$ cat config.mk
export PLATFORM = sky130hd
export DESIGN_NAME = tv_code_sequencer
export DESIGN_NICKNAME = d
export VERILOG_FILES = /design/src/rtl/tv_code_sequencer.sv
export SDC_FILE = /design/constraint.sdc
export NUM_CORES = 1
export LEC_CHECK = 0
export CORE_UTILIZATION = 38
export CTS_BUF_LIST = sky130_fd_sc_hd__clkbuf_16
export DETAILED_ROUTE_END_ITERATION = 10
export PLACE_DENSITY = 0.57
export SETUP_SLACK_MARGIN = 0.02
export SYNTH_ARGS = -nofsm -noshare
export SYNTH_HDL_FRONTEND = slang
export SYNTH_SLANG_ARGS = --single-unit
$ cat constraint.sdc
create_clock -name clk -period 7.1 [get_ports clk]
set_clock_uncertainty 0.05 [all_clocks]
set_input_delay 1.065 -clock clk [delete_from_list [all_inputs] [get_ports clk]]
set_output_delay 1.065 -clock clk [all_outputs]
set_load 0.02 [all_outputs]
$ cat src/rtl/tv_code_sequencer.sv
// IR code table sequencer: walks the codes ROM and replays each code as a carrier-modulated
// mark/space waveform with an inter-code gap. Optional abort input under TV_SEQ_ABORT_EN.
module tv_code_sequencer #(
    parameter int unsigned ROM_SIZE     = 256,
    parameter int unsigned ADDRESS_BITS = $clog2(ROM_SIZE),
    parameter int unsigned TICK_CYCLES  = 120,
    parameter int unsigned GAP_TICKS    = 25000
) (
    input  logic                    clk,
    input  logic                    rst,
    input  logic                    start,
`ifdef TV_SEQ_ABORT_EN
    input  logic                    abort,
`endif
    output logic [ADDRESS_BITS-1:0] rom_address,
    input  logic [7:0]              rom_data,
    input  logic                    rom_overflow,
    output logic                    ir_out,
    output logic                    busy,
    output logic                    done,
    output logic [7:0]              code_index
);

    typedef enum logic [3:0] {
        StIdle, StFetchP, StFetchN, StFetchOn, StFetchOff, StMark, StSpace, StGap, StFinish
    } state_e;

    localparam logic [15:0]             TickLast = 16'(TICK_CYCLES - 1);
    localparam logic [23:0]             GapTicks = 24'(GAP_TICKS);
    localparam logic [ADDRESS_BITS-1:0] AddrLast = ADDRESS_BITS'(ROM_SIZE - 1);

    state_e                  state_q, state_d;
    logic [ADDRESS_BITS-1:0] addr_q, addr_d;
    logic                    wrap_q, wrap_d;
    logic [7:0]              p_q, p_d;
    logic [7:0]              pairs_q, pairs_d;
    logic [7:0]              on_q, on_d;
    logic [7:0]              off_q, off_d;
    logic [15:0]             tick_q, tick_d;
    logic [23:0]             dur_q, dur_d;
    logic [7:0]              car_cnt_q, car_cnt_d;
    logic                    car_q, car_d;
    logic [7:0]              code_index_q, code_index_d;

    logic is_fetch, fetch_ok, phase_end, pair_done;

    assign is_fetch  = (state_q == StFetchP) || (state_q == StFetchN) ||
                       (state_q == StFetchOn) || (state_q == StFetchOff);
    // Wrap flag marks that the last ROM byte was already consumed.
    assign fetch_ok  = !rom_overflow && !wrap_q;
    assign phase_end = (tick_q == TickLast) && (dur_q == 24'd1);

    always_comb begin
        state_d      = state_q;
        addr_d       = addr_q;
        wrap_d       = wrap_q;
        p_d          = p_q;
        pairs_d      = pairs_q;
        on_d         = on_q;
        off_d        = off_q;
        tick_d       = tick_q;
        dur_d        = dur_q;
        car_cnt_d    = car_cnt_q;
        car_d        = car_q;
        code_index_d = code_index_q;
        pair_done    = 1'b0;

        if (state_q == StMark || state_q == StSpace || state_q == StGap) begin
            if (tick_q == TickLast) begin
                tick_d = 16'd0;
                dur_d  = dur_q - 24'd1;
            end else begin
                tick_d = tick_q + 16'd1;
            end
        end

        unique case (state_q)
            StIdle: begin
                if (start) begin
                    state_d      = StFetchP;
                    addr_d       = '0;
                    wrap_d       = 1'b0;
                    code_index_d = 8'd0;
                end
            end
            StFetchP: begin
                if (!fetch_ok || rom_data == 8'd0) begin
                    state_d = StFinish;
                end else begin
                    p_d     = rom_data;
                    state_d = StFetchN;
                end
            end
            StFetchN: begin
                if (!fetch_ok) begin
                    state_d = StFinish;
                end else if (rom_data == 8'd0) begin
                    state_d = StGap;
                    tick_d  = 16'd0;
                    dur_d   = GapTicks;
                end else begin
                    pairs_d = rom_data;
                    state_d = StFetchOn;
                end
            end
            StFetchOn: begin
                if (!fetch_ok) begin
                    state_d = StFinish;
                end else begin
                    on_d    = rom_data;
                    state_d = StFetchOff;
                end
            end
            StFetchOff: begin
                if (!fetch_ok) begin
                    state_d = StFinish;
                end else begin
                    off_d = rom_data;
                    if (on_q != 8'd0) begin
                        state_d   = StMark;
                        tick_d    = 16'd0;
                        dur_d     = 24'(on_q);
                        car_d     = 1'b1;
                        car_cnt_d = 8'd0;
                    end else if (rom_data != 8'd0) begin
                        state_d = StSpace;
                        tick_d  = 16'd0;
                        dur_d   = 24'(rom_data);
                    end else begin
                        pair_done = 1'b1;
                    end
                end
            end
            StMark: begin
                if (car_cnt_q == p_q - 8'd1) begin
                    car_cnt_d = 8'd0;
                    car_d     = ~car_q;
                end else begin
                    car_cnt_d = car_cnt_q + 8'd1;
                end
                if (phase_end) begin
                    if (off_q != 8'd0) begin
                        state_d = StSpace;
                        tick_d  = 16'd0;
                        dur_d   = 24'(off_q);
                    end else begin
                        pair_done = 1'b1;
                    end
                end
            end
            StSpace: begin
                if (phase_end) pair_done = 1'b1;
            end
            StGap: begin
                if (phase_end) begin
                    state_d = StFetchP;
                    if (code_index_q != 8'hff) code_index_d = code_index_q + 8'd1;
                end
            end
            StFinish: state_d = StIdle;
            default:  state_d = StIdle;
        endcase

        if (pair_done) begin
            pairs_d = pairs_q - 8'd1;
            if (pairs_q == 8'd1) begin
                state_d = StGap;
                tick_d  = 16'd0;
                dur_d   = GapTicks;
            end else begin
                state_d = StFetchOn;
            end
        end

        if (is_fetch && fetch_ok) begin
            if (addr_q == AddrLast) wrap_d = 1'b1;
            else                    addr_d = addr_q + 1'b1;
        end

`ifdef TV_SEQ_ABORT_EN
        if (abort && state_q != StIdle && state_q != StFinish) begin
            state_d      = StFinish;
            code_index_d = code_index_q;
        end
`endif
    end

    always_ff @(posedge clk or posedge rst) begin
        if (rst) begin
            state_q      <= StIdle;
            addr_q       <= '0;
            wrap_q       <= 1'b0;
            p_q          <= 8'd0;
            pairs_q      <= 8'd0;
            on_q         <= 8'd0;
            off_q        <= 8'd0;
            tick_q       <= 16'd0;
            dur_q        <= 24'd0;
            car_cnt_q    <= 8'd0;
            car_q        <= 1'b0;
            code_index_q <= 8'd0;
        end else begin
            state_q      <= state_d;
            addr_q       <= addr_d;
            wrap_q       <= wrap_d;
            p_q          <= p_d;
            pairs_q      <= pairs_d;
            on_q         <= on_d;
            off_q        <= off_d;
            tick_q       <= tick_d;
            dur_q        <= dur_d;
            car_cnt_q    <= car_cnt_d;
            car_q        <= car_d;
            code_index_q <= code_index_d;
        end
    end

    assign rom_address = addr_q;
    assign ir_out      = (state_q == StMark) && car_q;
    assign busy        = (state_q != StIdle) && (state_q != StFinish);
    assign done        = (state_q == StFinish);
    assign code_index  = code_index_q;

endmodule

==> qor.yml <==
setup_path:
  crit_path_end_kind: "flop"
  r2r_setup_slack_ns: 3.62
  worstPathArrival_ns: 4.11
  crit_required_ns: 7.33
  worstReg2RegStart: "dur_q[18]"
  critical_path_class: "input port to flop"
  reg2reg_depth: 7
  cp-start-kind: "input port"
  critPathMaxFanout: 12
  r2r-end: "tick_q[3]"
clock_network:
  ctsHoldBuffers: 0
  cts_tree: "done"
  clockRootBuffer: "clkbuf_16"
  cts.sinks: 102
  post_cts_resized: 0
  cts_max_level: 3
  cts_buffers: 9
  path_clk_slew_ns: 0.07
  postCtsSetupRepairBufs: 0
  clk_path_buf_depth: 2
  worstSkewPairLatency_ns: 0.35
timing:
  hold_violations: 0
  slew-limit-headroom_pct: 12.25
  post-route-period-util_pct: 54.67
  period_minus_slack_ns: 3.881
  slew_viol_final: 0
  fin_tns_setup_ns: 0
  fmax_mhz: 257.6
  rsz0062_at_grt: "no"
  setup_slack_ns: 3.219
  final-setup-viol-count: 0
  worst_pin_slew_ns: 1.306
finish:
  area_growth_pct: 12.90
  drive_above_1_share_pct: 7.132
  diodes: 0
  final_cells: 875
  fin_nets: 704
  final_area_mm2: 0.006613
synthesis:
  synth_area_leaders: "dfrtp_1, nor2_1, nand2_1"
  synth-simple-area-share_pct: 27.60
  synthCells: 660
  synth_top_family_by_area: "simple AND/OR/NAND/NOR gates"
  synth-async-reset-ratio_pct: 100.0
  syn_area_mm2: 0.005857
  ys_seq_area_share_pct: 43.58
  synth-edff-count: 0
  synth_ff_type: "dfrtp_1"
  synth.area.mux_share_pct: 3.931
  netlist_top_cells_count: "dfrtp_1, nor2_1, nand2_1"
  synth_fa_ha_area_share_pct: 1.923
  yosys.area.top_type_share_pct: 43.58
  yosys_warnings: 0
  synthXorXnorAreaFrac_pct: 7.477
  synth.most_common_cell: "dfrtp_1"
  syn_nets: 681
  synth_compound_area_share_pct: 13.16
  post-synth-top-area-cell: "dfrtp_1"
  syn_area_per_cell_um2: 8.874
  synth.distinct_cells: 59
  ys_ff_latch: 102
worst_hold_path:
  whs_endpoint: "car_q"
  whs_path_depth: 1
  min_path_type: "flop to flop"
  hold_start: "car_q"
drt:
  detail_route.vias_per_cell: 5.696
  via_count: 4984
  drcViolationCount: 0
  drt-total-wl_mm: 13.92
  firstDrtPassIters: 5
  detail-route-antenna-nets: 0
  wl_per_cell_um: 15.90
  drt_iter0_markers: 273
placement:
  place_hpwl_mm: 10.17
  place_congestion: 0.8257
  io_buffers: 30
  place_area_mm2: 0.006322
  placed_cells: 860
  dp_slack_ns: 2.953
power:
  seq_power_share_pct: 41.2
  peakVddDrop_mv: 0.1671
  p_int_mw: 1.351
  leakage_nw: 2.847
  switching_share_pct: 39.63
  powerDensity_mw_per_mm2: 338.3
  combPwrFrac_pct: 37.0
  p_clk_share_pct: 21.8
  p_sw_mw: 0.8867
  total_power_mw: 2.237
floorplan:
  dieWidth_um: 126.2
  ios: 31
  coreArea_mm2: 0.01515
  dieArea_mm2: 0.01591
  rows: 45
  initial_utilization_pct: 38.67
  die_h_um: 126.2
global_route:
  grt_pass1_wl_mm: 23.77
  grt_usage_pct: 18.51
  grt_max_degree: 77
  grt_pass1_vias: 4784
  globalRoute.totalOverflow: 0
  antenna_found_initial: 0
run:
  max_cap_violations: 0
outcome:
  outcome: "finished clean"
[layout by cell type (no fill, tap or decap), types with 4 or more instances in the layout]
master           count
a21o_1               6
a21oi_1             31
a221oi_1             4
a22o_1               5
a31oi_1              4
and3_1               9
clkbuf_16            9
clkdlybuf4s50_1     30
dfrtp_1            102
ha_1                 9
inv_1               11
mux2_2              16
mux2i_1              5
nand2_1             83
nand2b_1             4
nand3_1             45
nand4_1             12
nor2_1              89
nor2b_1             11
nor3_1              13
nor4_1              14
nor4b_1              4
o211ai_1             5
o21a_1               6
o21ai_0             28
o22ai_1              4
o31ai_1              4
or2_2                5
or3_1                9
or4_1               10
or4_4                4
xnor2_1             24
xor2_1              26
[sequential cells by signal, summed over array words and instances, names as in the netlist]
signal       cells
state_q          4
rom_address      8
wrap_q           1
code_index       8
on_q             8
car_cnt_q        8
dur_q           24
pairs_q          8
off_q            8
tick_q          16
p_q              8
car_q            1
[kinds of logic (layout without fill, tap and decap cells)]
kind of cell / count (synthesis) / count (layout)
adders and majority gates: 9 / 9
muxes: 21 / 21
DFF: 102 / 102
and+or+nand+nor: 326 / 326
AOI/OAI and AO/OA: 120 / 120
xor gates and xnor gates: 50 / 50
buffers and inverters: 32 / 59
[worst max-delay path, stage by stage]
cell,delay (ns)
clkdlybuf4s50_1,0.42
or2_2,0.38
nor3_1,1.07
nand3_1,0.15
o31a_1,0.30
nor2_1,0.38
a21oi_1,0.21
nand3_1,0.12
[worst max-delay path by stage]
stage                            start           end  slack (ns)  cells past startpoint
after floorplan                    rst  car_cnt_q[0]        3.31                      1
after CTS                 rom_overflow      dur_q[5]        3.30                      8
after detailed placement  rom_overflow      dur_q[5]        2.95                      8
after global placement    rom_overflow      dur_q[5]        3.10                      8
after global routing      rom_overflow      dur_q[5]        3.03                      8
final                     rom_overflow      dur_q[5]        3.22                      8
[per-layer routing]
metal  up-vias  track usage (%)  routed length (um)
met3        21            2.506                 647
met2       141            28.08                6111
li1       2416                -                   -
met5         -                0                   0
met4         0            7.796                 301
met1      2406            26.46                6854
[power groups by stage]
stage | Combinational [mW] | Clock (mW) | Sequential (mW)
floorplan | 0.663 | 0 | 0.860
global placement | 0.824 | 0 | 0.923
detailed placement | 0.829 | 0 | 0.928
CTS | 0.834 | 0.501 | 0.917
global route | 0.945 | 0.520 | 0.949
finish | 0.829 | 0.487 | 0.921
[layout make-up]
type / instances / area, um^2
well taps: 188 / 235.2
multi-input cells: 526 / 3168
fillers: 1450 / 8533
clock inverters: 6 / 65.06
clock buffers: 9 / 225.2
flip-flops and latches: 102 / 2552
inverters: 11 / 43.79
repair buffers: 33 / 322.8
[through the flow]
step                      util [%]  hold WS [ns]
after floorplan                  -        0.3985
after global placement       41.74        0.4210
after detailed placement     41.74        0.4200
after CTS                    43.66        0.4356
after global routing         43.66        0.4686
final                        43.66        0.4341
Power figures use the tool's default switching activity.
